===== config.mk =====
export PLATFORM = sky130hd
export DESIGN_NAME = shift_left
export DESIGN_NICKNAME = d
export VERILOG_FILES = /design/src/rtl/shift_left_pkg.sv /design/src/rtl/shl_barrel_stage.sv /design/src/rtl/shift_left.sv
export SDC_FILE = /design/constraint.sdc
export NUM_CORES = 1
export LEC_CHECK = 0
export ABC_CLOCK_PERIOD_IN_PS = 4700
export CAP_MARGIN = 20
export CORE_UTILIZATION = 50
export CTS_CLUSTER_DIAMETER = 30
export DETAILED_ROUTE_END_ITERATION = 16
export GPL_TIMING_DRIVEN = 0
export PLACE_DENSITY = 0.87
export SETUP_SLACK_MARGIN = 0.1
export SYNTH_ARGS = -nofsm -noshare
export SYNTH_HDL_FRONTEND = slang
export SYNTH_SLANG_ARGS = --single-unit

===== constraint.sdc =====
create_clock -name clk -period 4.7 [get_ports clk]
set_input_delay 1.175 -clock clk [delete_from_list [all_inputs] [get_ports clk]]
set_output_delay 1.175 -clock clk [all_outputs]
set_load 0.01 [all_outputs]

===== src/rtl/shift_left_pkg.sv =====
// Shared constants for the shift_left registered barrel shifter.
package shift_left_pkg;

   localparam int DATA_W  = 32;
   localparam int SHAMT_W = 32;
   localparam int STAGES  = $clog2(DATA_W);

   // A 1-bit datapath still needs one stage so the generate loop is never empty.
   function automatic int stage_count(input int width);
      return (width > 1) ? $clog2(width) : 1;
   endfunction

endpackage


===== src/rtl/shl_barrel_stage.sv =====
// One barrel stage: optional left shift by the constant SHIFT, plus a flag
// that is set when a nonzero bit falls off the top.
module shl_barrel_stage #(
   parameter int WIDTH = 32,
   parameter int SHIFT = 1
) (
   input  logic             en,
   input  logic [WIDTH-1:0] din,
   output logic [WIDTH-1:0] dout,
   output logic             lost
);

   generate
      if (SHIFT >= WIDTH) begin : g_full
         assign dout = en ? '0 : din;
         assign lost = en & (|din);
      end else begin : g_part
         assign dout = en ? (din << SHIFT) : din;
         assign lost = en & (|din[WIDTH-1 -: SHIFT]);
      end
   endgenerate

endmodule


===== src/rtl/shift_left.sv =====
// Registered logical left shifter with one-cycle latency.
// Define SHIFT_LEFT_OVF_EN to add the registered ovf (bits lost) output.
module shift_left
   import shift_left_pkg::*;
#(
   parameter int WIDTH = DATA_W
) (
   input  logic               clk,
   input  logic               rst_n,
   input  logic               in_valid,
   input  logic [WIDTH-1:0]   A,
   input  logic [SHAMT_W-1:0] B,
   output logic               out_valid,
`ifdef SHIFT_LEFT_OVF_EN
   output logic [WIDTH-1:0]   out,
   output logic               ovf
`else
   output logic [WIDTH-1:0]   out
`endif
);

   localparam int NSTAGE = stage_count(WIDTH);

   logic [WIDTH-1:0] stage_data [0:NSTAGE];
   logic [NSTAGE-1:0] stage_lost;
   logic             high_set;
   logic [WIDTH-1:0] shifted;

   assign stage_data[0] = A;

   generate
      for (genvar k = 0; k < NSTAGE; k++) begin : g_stage
         shl_barrel_stage #(
            .WIDTH (WIDTH),
            .SHIFT (1 << k)
         ) u_stage (
            .en   (B[k]),
            .din  (stage_data[k]),
            .dout (stage_data[k+1]),
            .lost (stage_lost[k])
         );
      end
   endgenerate

   // Shift amounts beyond the stage range flush everything; never wrap modulo WIDTH.
   assign high_set = |B[SHAMT_W-1:NSTAGE];
   assign shifted  = high_set ? '0 : stage_data[NSTAGE];

`ifdef SHIFT_LEFT_OVF_EN
   logic ovf_next;
   assign ovf_next = high_set ? (|A) : (|stage_lost);
`else
   logic unused_lost;
   assign unused_lost = |stage_lost;
`endif

   always_ff @(posedge clk) begin
      if (!rst_n) begin
         out_valid <= 1'b0;
         out       <= '0;
`ifdef SHIFT_LEFT_OVF_EN
         ovf       <= 1'b0;
`endif
      end else if (in_valid) begin
         out_valid <= 1'b1;
         out       <= shifted;
`ifdef SHIFT_LEFT_OVF_EN
         ovf       <= ovf_next;
`endif
      end else begin
         out_valid <= 1'b0;
      end
   end

endmodule


Word level (Yosys, flattened, before mapping)

Index checks and enable logic that the tools add are counted.

Register bits: 33
Output and inout bits: 33
Word-level logic and storage cells: 10

Mux-type cells: 7
Reductions and logical operators: 1

Operators by type and width:

| kind                | count |
|---|---|
| 2-to-1 mux 32 bit   | 6 |
| OR reduction 27 bit | 1 |
| 2-to-1 mux 1 bit    | 1 |

Logic depth before layout (Yosys ltp)

Gate-level depths: netlist of the first run.

Word-level depth: 6
Gate-level depth with buffers: 8
Depth with buffers taken out: 5

Cells and area by module

From an unflattened synthesis of the first run, not the netlist that was laid out.

Cell total of the unflattened synthesis: 349
Area, all modules: 3980.1 um^2

Modules (own cells, without submodules):

| module                                 | area each (um^2) | instances | cells each |
|---|---|---|---|
| shift_left                             | 1515.2           | 1         | 157 |
| shl_barrel_stage at g_stage[0].u_stage | 533.0            | 1         | 37 |
| shl_barrel_stage at g_stage[1].u_stage | 525.5            | 1         | 37 |
| shl_barrel_stage at g_stage[2].u_stage | 508.0            | 1         | 37 |
| shl_barrel_stage at g_stage[3].u_stage | 481.7            | 1         | 39 |
| shl_barrel_stage at g_stage[4].u_stage | 416.6            | 1         | 42 |

Least setup slack after synthesis of the first run

Ideal clock, no wire load.

Kind: input to register
Start: in B[0]
End: reg out[29]
Slack: 1.913 ns
Stages on the path: 6
Arrival: 2.660 ns
Buffers on the path: 1
Cell sequence: buf_4 mux4_2 nor2b_1 a211oi_1 nor4_1 or3_1

Word-level cells in the longest chain between the ends: 6

RTL lines:

| item                            | line                   | text |
|---|---|---|
| from (decl)                     | shift_left.sv:12       | `input logic [SHAMT_W-1:0] B,` |
| 2-to-1 mux 32 bit (5 in series) | shl_barrel_stage.sv:18 | `assign dout = en ? (din << SHIFT) : din;` |
| 2-to-1 mux 32 bit               | shift_left.sv:47       | `assign shifted = high_set ? '0 : stage_data[NSTAGE];` |
| to (signal assigned)            | shift_left.sv:66       | `out <= shifted;` |
| to (decl)                       | shift_left.sv:18       | `output logic [WIDTH-1:0] out` |

Every way passes these cells.
A chain may end at the register's enable or synchronous reset.

Worst setup path in the final report of the first run

Start: in B[1]
End: reg out[28]

Word-level cells in the longest chain between the ends: 5

RTL lines:

| item                            | line |
|---|---|
| 2-to-1 mux 32 bit (4 in series) | shl_barrel_stage.sv:18 |
| 2-to-1 mux 32 bit               | shift_left.sv:47 |

Every way passes these cells.

==> results_dict.tcl, run 1 <==
set metrics [dict create \
    status "completed" \
    slew_viol_final 0 \
    drv_cap 0 \
    grt_max_degree 11 \
    io_buffers 95 \
    cts_root_buffer "clkbuf_8" \
    async_flop_share 0 \
    nNetsFinal 488 \
    cts_buffers 5 \
    path_max_fanout 10 \
    fin_crit_sh 0.7287 \
    routed_wl_mm 10.26 \
    grt_usage 0.3419 \
    antenna_found_initial 0 \
    cts_tree "built" \
    start_kind "input pin" \
    worstSkewPairLatency_ns 0.29 \
    dr.first_iter.drc_count 319 \
    ys_ff_latch 33 \
    ys_types 52 \
    cp.required_ns 4.89 \
    drc_errors 0 \
    post_cts_buffers 0 \
    power_uw 834.5 \
    critPathKind "input pin to flip-flop" \
    clockBufferDepth 2 \
    avgSynthCellArea_sq_um 9.276 \
    grt_pass1_wl_mm 16.18 \
    drive_gt1_frac 0.1540 \
    hold_class "flip-flop to flip-flop" \
    synth_edf_count 0 \
    place_congestion 0.9498 \
    crit_arrival_ns 3.61 \
    ys_warn_count 0 \
    pre_cts_ws_ns 1.035 \
    initial_core_util 0.5277 \
    final_common_cell "clkdlybuf4s50_1" \
    via_per_inst 6.640 \
    fin_setup_tns_ns 0 \
    total_leakage_power_nw 1.474 \
    cts_hold_buf 0 \
    cts-resized-gates 0 \
    netlist_area_sq_um 2959 \
    drtPass1Iterations 5 \
    fp.dieH_um 78.93 \
    cts_htree_levels 2 \
    place_hpwl_mm 8.008 \
    grt_pass1_vias 3244 \
    io_pins 100 \
    setup_viol 0 \
    ir_drop_uv 174.4 \
    skew_ns 0 \
    slew_headroom 0.4247 \
    synthCells 319 \
    powerDensity_nw_per_um2 202.7 \
    grt_setup_unrepaired "no" \
    design.core.area_sq_um 5608 \
    die_x_um 78.93 \
    fin_ws_ns 1.275 \
    hold_viol 0 \
    syn2layout_area_growth_pct 39.11 \
    core.rowCount 27 \
    ys.flop_type "dfxtp_1" \
    cts.sinks 33 \
    endpoint_kind "flip-flop" \
    synth_nets 386 \
    yosysSeqAreaShare 0.2233 \
    min_period_ns 3.425 \
    routed-via-count 3280 \
    final_cell_mix "95 x clkdlybuf4s50_1, 35 x mux2i_1, 33 x dfxtp_1" \
    overflow 0 \
    fmax_ghz 0.2920 \
    wl_per_cell_um 20.77 \
    clk_pin_slew_ns 0.08 \
    dieArea_sq_um 6230 \
    num_antenna_cells 0 \
    postRouteAntennaNets 0 \
    worstMarginPinSlew_ns 0.8577 \
]
-- sequential cells by signal, indices dropped and copies added, names as in the netlist --
name,flops
out,32
out_valid,1
-- worst max-delay path: stages --
cell and delay (ns):
clkdlybuf4s50_1 0.55, buf_6 0.21, buf_6 0.20, mux2_2 0.36
a211oi_1 0.74, a2111o_1 0.30, nand3_1 0.07
-- stage by stage --
step           instances  hold WS [ns]  utilization  area [sq um]
6_report             494        0.4549       0.7340          4116
4_1_cts              494        0.4563       0.7340          4116
5_1_grt              494        0.4832       0.7340          4116
3_5_place_dp         486        0.4441       0.7133          4000
3_3_place_gp         486        0.4380       0.7133          4000
2_1_floorplan        319        0.4738            -          2959
-- metal layers --
layer / track usage / routed length (um) / vias to the layer above
li1: - / - / 1446
met1: 0.4009 / 3727 / 1541
met2: 0.6096 / 5088 / 251
met3: 0.05747 / 1045 / 42
met4: 0.1527 / 398 / 0
met5: 0 / 0 / -
-- cells by family (layout without fill, tap and decap cells) --
group | count (synthesis) | in the layout | share of synthesized area
buffers and inverters | 33 | 136 | 0.06215
multiplexers | 71 | 71 | 0.3543
AND/OR/NAND/NOR | 115 | 115 | 0.2165
AO/OA/AOI/OAI | 67 | 67 | 0.1438
flip-flops | 33 | 33 | 0.2233
-- worst paths after layout --
kind | to | from | cells past startpoint | slack (ns)
max | out[28] | B[1] | 7 | 1.28
min | out[11] | out[11] | 2 | 0.45
max reg2reg | out[24] | out[24] | 3 | 3.80
min reg2reg | out[11] | out[11] | 2 | 0.45
-- Yosys cell counts, drive strengths merged, types with 2 or more instances --
| cell | instances | area, sq um |
|---|---|---|
| a211oi | 3 | 22.52 |
| a21oi | 26 | 130.1 |
| a22oi | 5 | 37.54 |
| and2 | 5 | 31.28 |
| and3 | 2 | 12.51 |
| buf | 17 | 123.9 |
| clkbuf | 10 | 37.54 |
| clkinv | 2 | 7.510 |
| dfxtp | 33 | 660.6 |
| inv | 4 | 15.01 |
| mux2 | 10 | 112.6 |
| mux2i | 35 | 350.3 |
| mux4 | 26 | 585.6 |
| nand2 | 20 | 75.07 |
| nand2b | 8 | 50.05 |
| nand3 | 8 | 40.04 |
| nand3b | 3 | 22.52 |
| nand4 | 3 | 18.77 |
| nor2 | 25 | 93.84 |
| nor2b | 8 | 50.05 |
| nor3 | 6 | 30.03 |
| nor3b | 3 | 22.52 |
| nor4 | 12 | 90.09 |
| o2111ai | 2 | 17.52 |
| o211ai | 2 | 15.01 |
| o21ai | 9 | 45.04 |
| o22ai | 7 | 43.79 |
| o31ai | 2 | 15.01 |
| o32a | 2 | 20.02 |
| or2 | 3 | 18.77 |
| or3 | 3 | 18.77 |
| or4 | 2 | 22.52 |
-- layout make-up --
| type | instances | area, sq um |
|---|---|---|
| inverter | 6 | 22.52 |
| fill | 433 | 1491 |
| clock buffer | 7 | 86.33 |
| tap | 72 | 90.09 |
| multi-input combinational | 253 | 2115 |
| buffer | 27 | 161.4 |
| sequential | 33 | 660.6 |
| timing repair buffer | 95 | 950.9 |
| clock inverter | 1 | 30.03 |
-- where the power goes --
group	total [mW]	switching [mW]	internal (mW)
logic	0.270	0.134	0.136
registers	0.280	0.0000990	0.280
clock network	0.284	0.111	0.173
(Power assumes the default switching activity.)
==> inputs of run 2 (changes only) <==
ABC_CLOCK_PERIOD_IN_PS = 3000   (was 4700)
CORE_UTILIZATION = 42   (was 50)
PLACE_DENSITY = 0.78   (was 0.87)
clock period = 3 ns   (was 4.7 ns; I/O delays follow)
==> run 2 against run 1 <==
Worst hold slack better by 0.0035 ns. Global-route usage decreased by 6.6 points. Sequential power grew 57%. Clock power rose by 55%. Register-to-register slack got worse by 1.7 ns. Design area grew 2.0%. Cell count is 5.7% higher. Non-clock buffer count rose by 4. Total power is 57% higher. Clock skew did not move. Via count shrank 4.2%. Setup slack worse by 1.1 ns. Critical path type unchanged. Largest power group is now sequential cells.
==> results_dict.tcl, run 2 (synthesis results as in run 1) <==
set metrics [dict create \
    status "completed" \
    clockBufferDepth 2 \
    slew_viol_final 0 \
    design_area_sq_um 4198 \
    regMostFlops "out" \
    min_period_ns 2.815 \
    worstMarginPinSlew_ns 0.6395 \
    dieArea_sq_um 7385 \
    ir_drop_uv 170.5 \
    crit_arrival_ns 2.99 \
    antenna_found_initial 0 \
    fillers 599 \
    clkPwrFrac 0.334 \
    cts.sinks 33 \
    place_congestion 1.024 \
    start_kind "input pin" \
    setup_viol 0 \
    dr.first_iter.drc_count 228 \
    layout.area.seq_sq_um 660.6 \
    grt_pass1_wl_mm 15.87 \
    clk_pin_slew_ns 0.06 \
    multiInputGateArea_sq_um 2136 \
    core.rowCount 30 \
    io_pins 100 \
    placed_area_sq_um 4030 \
    swShare 0.2928 \
    ff2ff_path_depth 2 \
    drtPass1Iterations 7 \
    overflow 0 \
    cts_tree "built" \
    reg.largest.list "out (32), out_valid (1)" \
    largest_register_ff_count 32 \
    place_hpwl_mm 7.838 \
    grt_setup_unrepaired "no" \
    cts_htree_levels 2 \
    critPathKind "input pin to flip-flop" \
    grt_usage 0.2760 \
    total_leakage_power_nw 1.493 \
    powerDensity_nw_per_um2 313.0 \
    fmax_ghz 0.3552 \
    fin_crit_sh 0.9385 \
    endpoint_kind "flip-flop" \
    wl_per_cell_um 19.53 \
    placed_cells 510 \
    grt_max_degree 11 \
    syn2layout_area_growth_pct 41.86 \
    nNetsFinal 492 \
    fp.dieH_um 85.94 \
    hold_depth 2 \
    design.core.area_sq_um 6794 \
    postRouteAntennaNets 0 \
    cts_buffers 5 \
    hold_class "flip-flop to flip-flop" \
    die_x_um 85.94 \
    power.switching_uw 384.6 \
    via_per_inst 6.021 \
    final_common_cell "clkdlybuf4s50_1" \
    routed_wl_mm 10.19 \
    grt_pass1_vias 3103 \
    initial_core_util 0.4355 \
    final_cell_mix "95 x clkdlybuf4s50_1, 33 x mux2i_1, 33 x dfxtp_1" \
    io_buffers 95 \
    worstSkewPairLatency_ns 0.29 \
    num_antenna_cells 0 \
    routed-via-count 3143 \
    pwr-share-seq 0.334 \
    hold_viol 0 \
    power.share.combinational 0.332 \
    cts_root_buffer "clkbuf_8" \
    internal-power_uw 929.1 \
    final_cells 522 \
    skew_ns 0 \
    drv_cap 0 \
    drc_errors 0 \
    drive_gt1_frac 0.1737 \
    path_max_fanout 8 \
    slew_headroom 0.5721 \
    cp.required_ns 3.18 \
]
run 2: changes by cell type in the layout (fill, tap and decap cells not counted), sizes merged:
cell	delta
buf	+4
run 2: metrics by stage:
stage / util / hold slack [ns] / TNS [ns] / total power [mW] / worst slack (ns)
2_1_floorplan: - / 0.4738 / 0 / 0.6893 / 0.6383
3_3_place_gp: 0.5932 / 0.4406 / -1.844 / 0.8568 / -0.2454
3_5_place_dp: 0.5932 / 0.4518 / -2.284 / 0.8622 / -0.2566
4_1_cts: 0.6118 / 0.4606 / 0 / 1.294 / 0.1174
5_1_grt: 0.6179 / 0.4810 / 0 / 1.355 / 0.1170
6_report: 0.6179 / 0.4584 / 0 / 1.314 / 0.1845
run 2: final cells by class:
| cell class | count | share of cell area |
|---|---|---|
| multi-input cells | 253 | 0.5088 |
| repair buffers | 99 | 0.2337 |
| flip-flops and latches | 33 | 0.1574 |
| plain buffers | 27 | 0.03845 |
| well taps | 96 | 0.02861 |
| clock buffers | 7 | 0.02057 |
| clock inverters | 1 | 0.007153 |
| inverters | 6 | 0.005365 |
run 2: power groups by stage:
stage | registers [mW] | clock network (mW) | logic, mW
after floorplan | 0.449 | 0 | 0.240
after CTS | 0.439 | 0.438 | 0.417
after global routing | 0.438 | 0.460 | 0.456
after detailed placement | 0.449 | 0 | 0.413
final | 0.439 | 0.439 | 0.436
after global placement | 0.449 | 0 | 0.408
run 2: final timing paths:
path,start,slack (ns),to
hold / removal,out[11],0.46,out[11]
hold reg to reg,out[11],0.46,out[11]
setup reg to reg,out[29],2.09,out[29]
setup / recovery,B[1],0.18,out[31]
run 2: layer usage:
layer  GRT usage  wire length [um]  up-vias  part of all wire
met2      0.4769              4958      153              0.49
met3     0.03946               754       12             0.074
met4     0.06818               126        0             0.012
met1      0.3627              4353     1532              0.43
met5           0                 0        -                 0
li1            -                 -     1446                 -
run 2: what timing repair did:
item	in CTS	in global routing
endpoints found under the hold margin	0	0
setup endpoints to repair	5	7
buffers inserted	0	4
hold buffers	0	0
resized for setup	2	4
run 2: critical path, cell delays in order:
cell             delay [ns]
clkdlybuf4s50_1        0.56
buf_6                  0.17
buf_4                  0.12
mux4_2                 0.51
mux2i_1                0.35
mux2i_1                0.24
a22oi_1                0.21
o21ai_1                0.08
==> inputs of run 3 (changes only) <==
CELL_PAD_IN_SITES_DETAIL_PLACEMENT = 1   (was not set)
CELL_PAD_IN_SITES_GLOBAL_PLACEMENT = 1   (was not set)
CORE_UTILIZATION = 31   (was 42)
==> run 3 against run 2 <==
Clock power decreased by 22%. Worst hold slack worse by 0.0046 ns. Count of clock-buffer cells in the layout stayed put. First-iteration DRC count shrank 15%. Combinational power is 0.9% lower. Flip-flop and latch count unchanged. Via count down 0.41%. Critical path depth unchanged. Largest cell class unchanged. Cell count increased by 5.4%. Design area decreased by 0.39%.
==> results_dict.tcl, run 3 (synthesis results as in run 1) <==
set metrics [dict create \
    routed_wl_mm 10.90 \
    globalRouteMet2Util 0.4005 \
    groute.layer.met1.usage 0.2929 \
    worstMarginPinSlew_ns 0.6794 \
    postRouteAntennaNets 0 \
    grt_max_degree 11 \
    cts.sinks 33 \
    final_common_cell "clkdlybuf4s50_1" \
    path_max_fanout 10 \
    total_leakage_power_nw 1.472 \
    slew_viol_final 0 \
    num_antenna_cells 0 \
    worstHoldStart "out[11]" \
    r2r_setup_slack_ns 2.08 \
    largest_register_ff_count 32 \
    crit_arrival_ns 2.99 \
    cts_htree_levels 2 \
    reg.largest.list "out (32), out_valid (1)" \
    cts_buffers 5 \
    worstSkewPairLatency_ns 0.29 \
    hold_viol 0 \
    hold_class "flip-flop to flip-flop" \
    pre_cts_ws_ns -0.3816 \
    fin_crit_sh 0.9220 \
    wl_per_cell_um 19.83 \
    syn2layout_area_growth_pct 41.31 \
    endpoint_kind "flip-flop" \
    regMostFlops "out" \
    clkPwrFrac 0.281 \
    hold_depth 2 \
    dieArea_sq_um 9940 \
    grt_pass1_vias 3312 \
    overflow 0 \
    design.core.area_sq_um 9240 \
    nNetsFinal 488 \
    slew_headroom 0.5454 \
    clk_pin_slew_ns 0.06 \
    clockBufferDepth 2 \
    cts_root_buffer "clkbuf_8" \
    placed_cells 543 \
    drc_errors 0 \
    routed-via-count 3130 \
    core.rowCount 35 \
    fillers 1070 \
    grt_setup_unrepaired "yes" \
    fmax_ghz 0.3615 \
    cp.required_ns 3.22 \
    hold_end "out[11]" \
    status "completed" \
    timing.rr.start "out[24]" \
    reg2reg_to "out[24]" \
    drtPass1Iterations 4 \
    grt-busiest-layer "met2" \
    drive_gt1_frac 0.1615 \
    swShare 0.3096 \
    internal-power_uw 836.7 \
    power.switching_uw 375.3 \
    final_cell_mix "94 x clkdlybuf4s50_1, 34 x mux2i_1, 33 x dfxtp_1" \
    drv_cap 0 \
    fp.dieH_um 99.70 \
    dr.first_iter.drc_count 193 \
    setup_viol 0 \
    grt_pass1_wl_mm 17.62 \
    fin_setup_tns_ns 0 \
    via_per_inst 5.691 \
    initial_core_util 0.3202 \
    fin_util 0.4525 \
    holdWs_ns 0.4537 \
    pwr-share-seq 0.362 \
    final_cells 550 \
    die_x_um 99.70 \
    skew_ns 0 \
    cts_tree "built" \
    ir_drop_uv 175.3 \
    post_cts_buffers 0 \
    antenna_found_initial 0 \
    io_buffers 95 \
    ff2ff_path_depth 3 \
    start_kind "input pin" \
    powerDensity_nw_per_um2 289.9 \
    fin_ws_ns 0.2341 \
    io_pins 100 \
    grt_use_met3 0.02389 \
    place_hpwl_mm 8.906 \
    critPathKind "input pin to flip-flop" \
    power.share.combinational 0.357 \
    min_period_ns 2.766 \
    place_congestion 0.9115 \
    grt_usage 0.2263 \
]
run 3: cell types whose count changed in the layout (fill, tap and decap cells not counted), sizes merged:
| cell | change |
|---|---|
| clkdlybuf4s50 | -1 |
| bufinv | -1 |
| dlymetal6s2s | +1 |
| buf | -4 |
run 3: how the worst max path moves through the flow:
stage,startpoint,endpoint
floorplan,B[0],out[29]
global placement,B[1],out[27]
detailed placement,B[1],out[27]
CTS,B[1],out[27]
global route,B[11],out[0]
finish,B[11],out[30]
run 3: what timing repair did:
action | in CTS | in global routing
pin swaps | 0 | 1
endpoints found under the hold margin | 0 | 0
gates resized for setup | 2 | 5
hold buffers | 0 | 0
setup endpoints to repair | 8 | 11
run 3: power groups by stage:
stage / clock [mW] / combinational (mW) / sequential (mW)
floorplan: 0 / 0.240 / 0.449
global placement: 0 / 0.412 / 0.449
detailed placement: 0 / 0.422 / 0.449
CTS: 0.343 / 0.425 / 0.439
global route: 0.367 / 0.459 / 0.438
finish: 0.341 / 0.432 / 0.439
run 3: through the flow:
stage / power (mW) / area [sq um]
final: 1.212 / 4182
after global routing: 1.265 / 4182
after CTS: 1.207 / 4168
after detailed placement: 0.8707 / 4071
after global placement: 0.8610 / 4071
after floorplan: 0.6893 / 2959
run 3: critical path: stages:
cell and delay (ns):
clkdlybuf4s50_1 0.39, nor4_1 0.31, nand4_1 0.19, buf_2 0.25, nor4_4 0.43, buf_2 0.33
o2111ai_1 0.19, nand3_1 0.14
run 3: layer usage:
metal	wire length [um]	vias to the layer above
li1	-	1431
met1	4441	1543
met2	5485	133
met3	789	23
met4	188	0
met5	0	-
run 3: area by class of cell:
cell class / instances / area, sq um / share of cell area
multi-input combinational: 253 / 2132 / 0.5099
timing repair buffer: 95 / 953.4 / 0.2280
sequential: 33 / 660.6 / 0.1580
buffer: 27 / 165.2 / 0.03950
tap: 129 / 161.4 / 0.03860
clock buffer: 7 / 86.33 / 0.02065
inverter: 6 / 22.52 / 0.005386
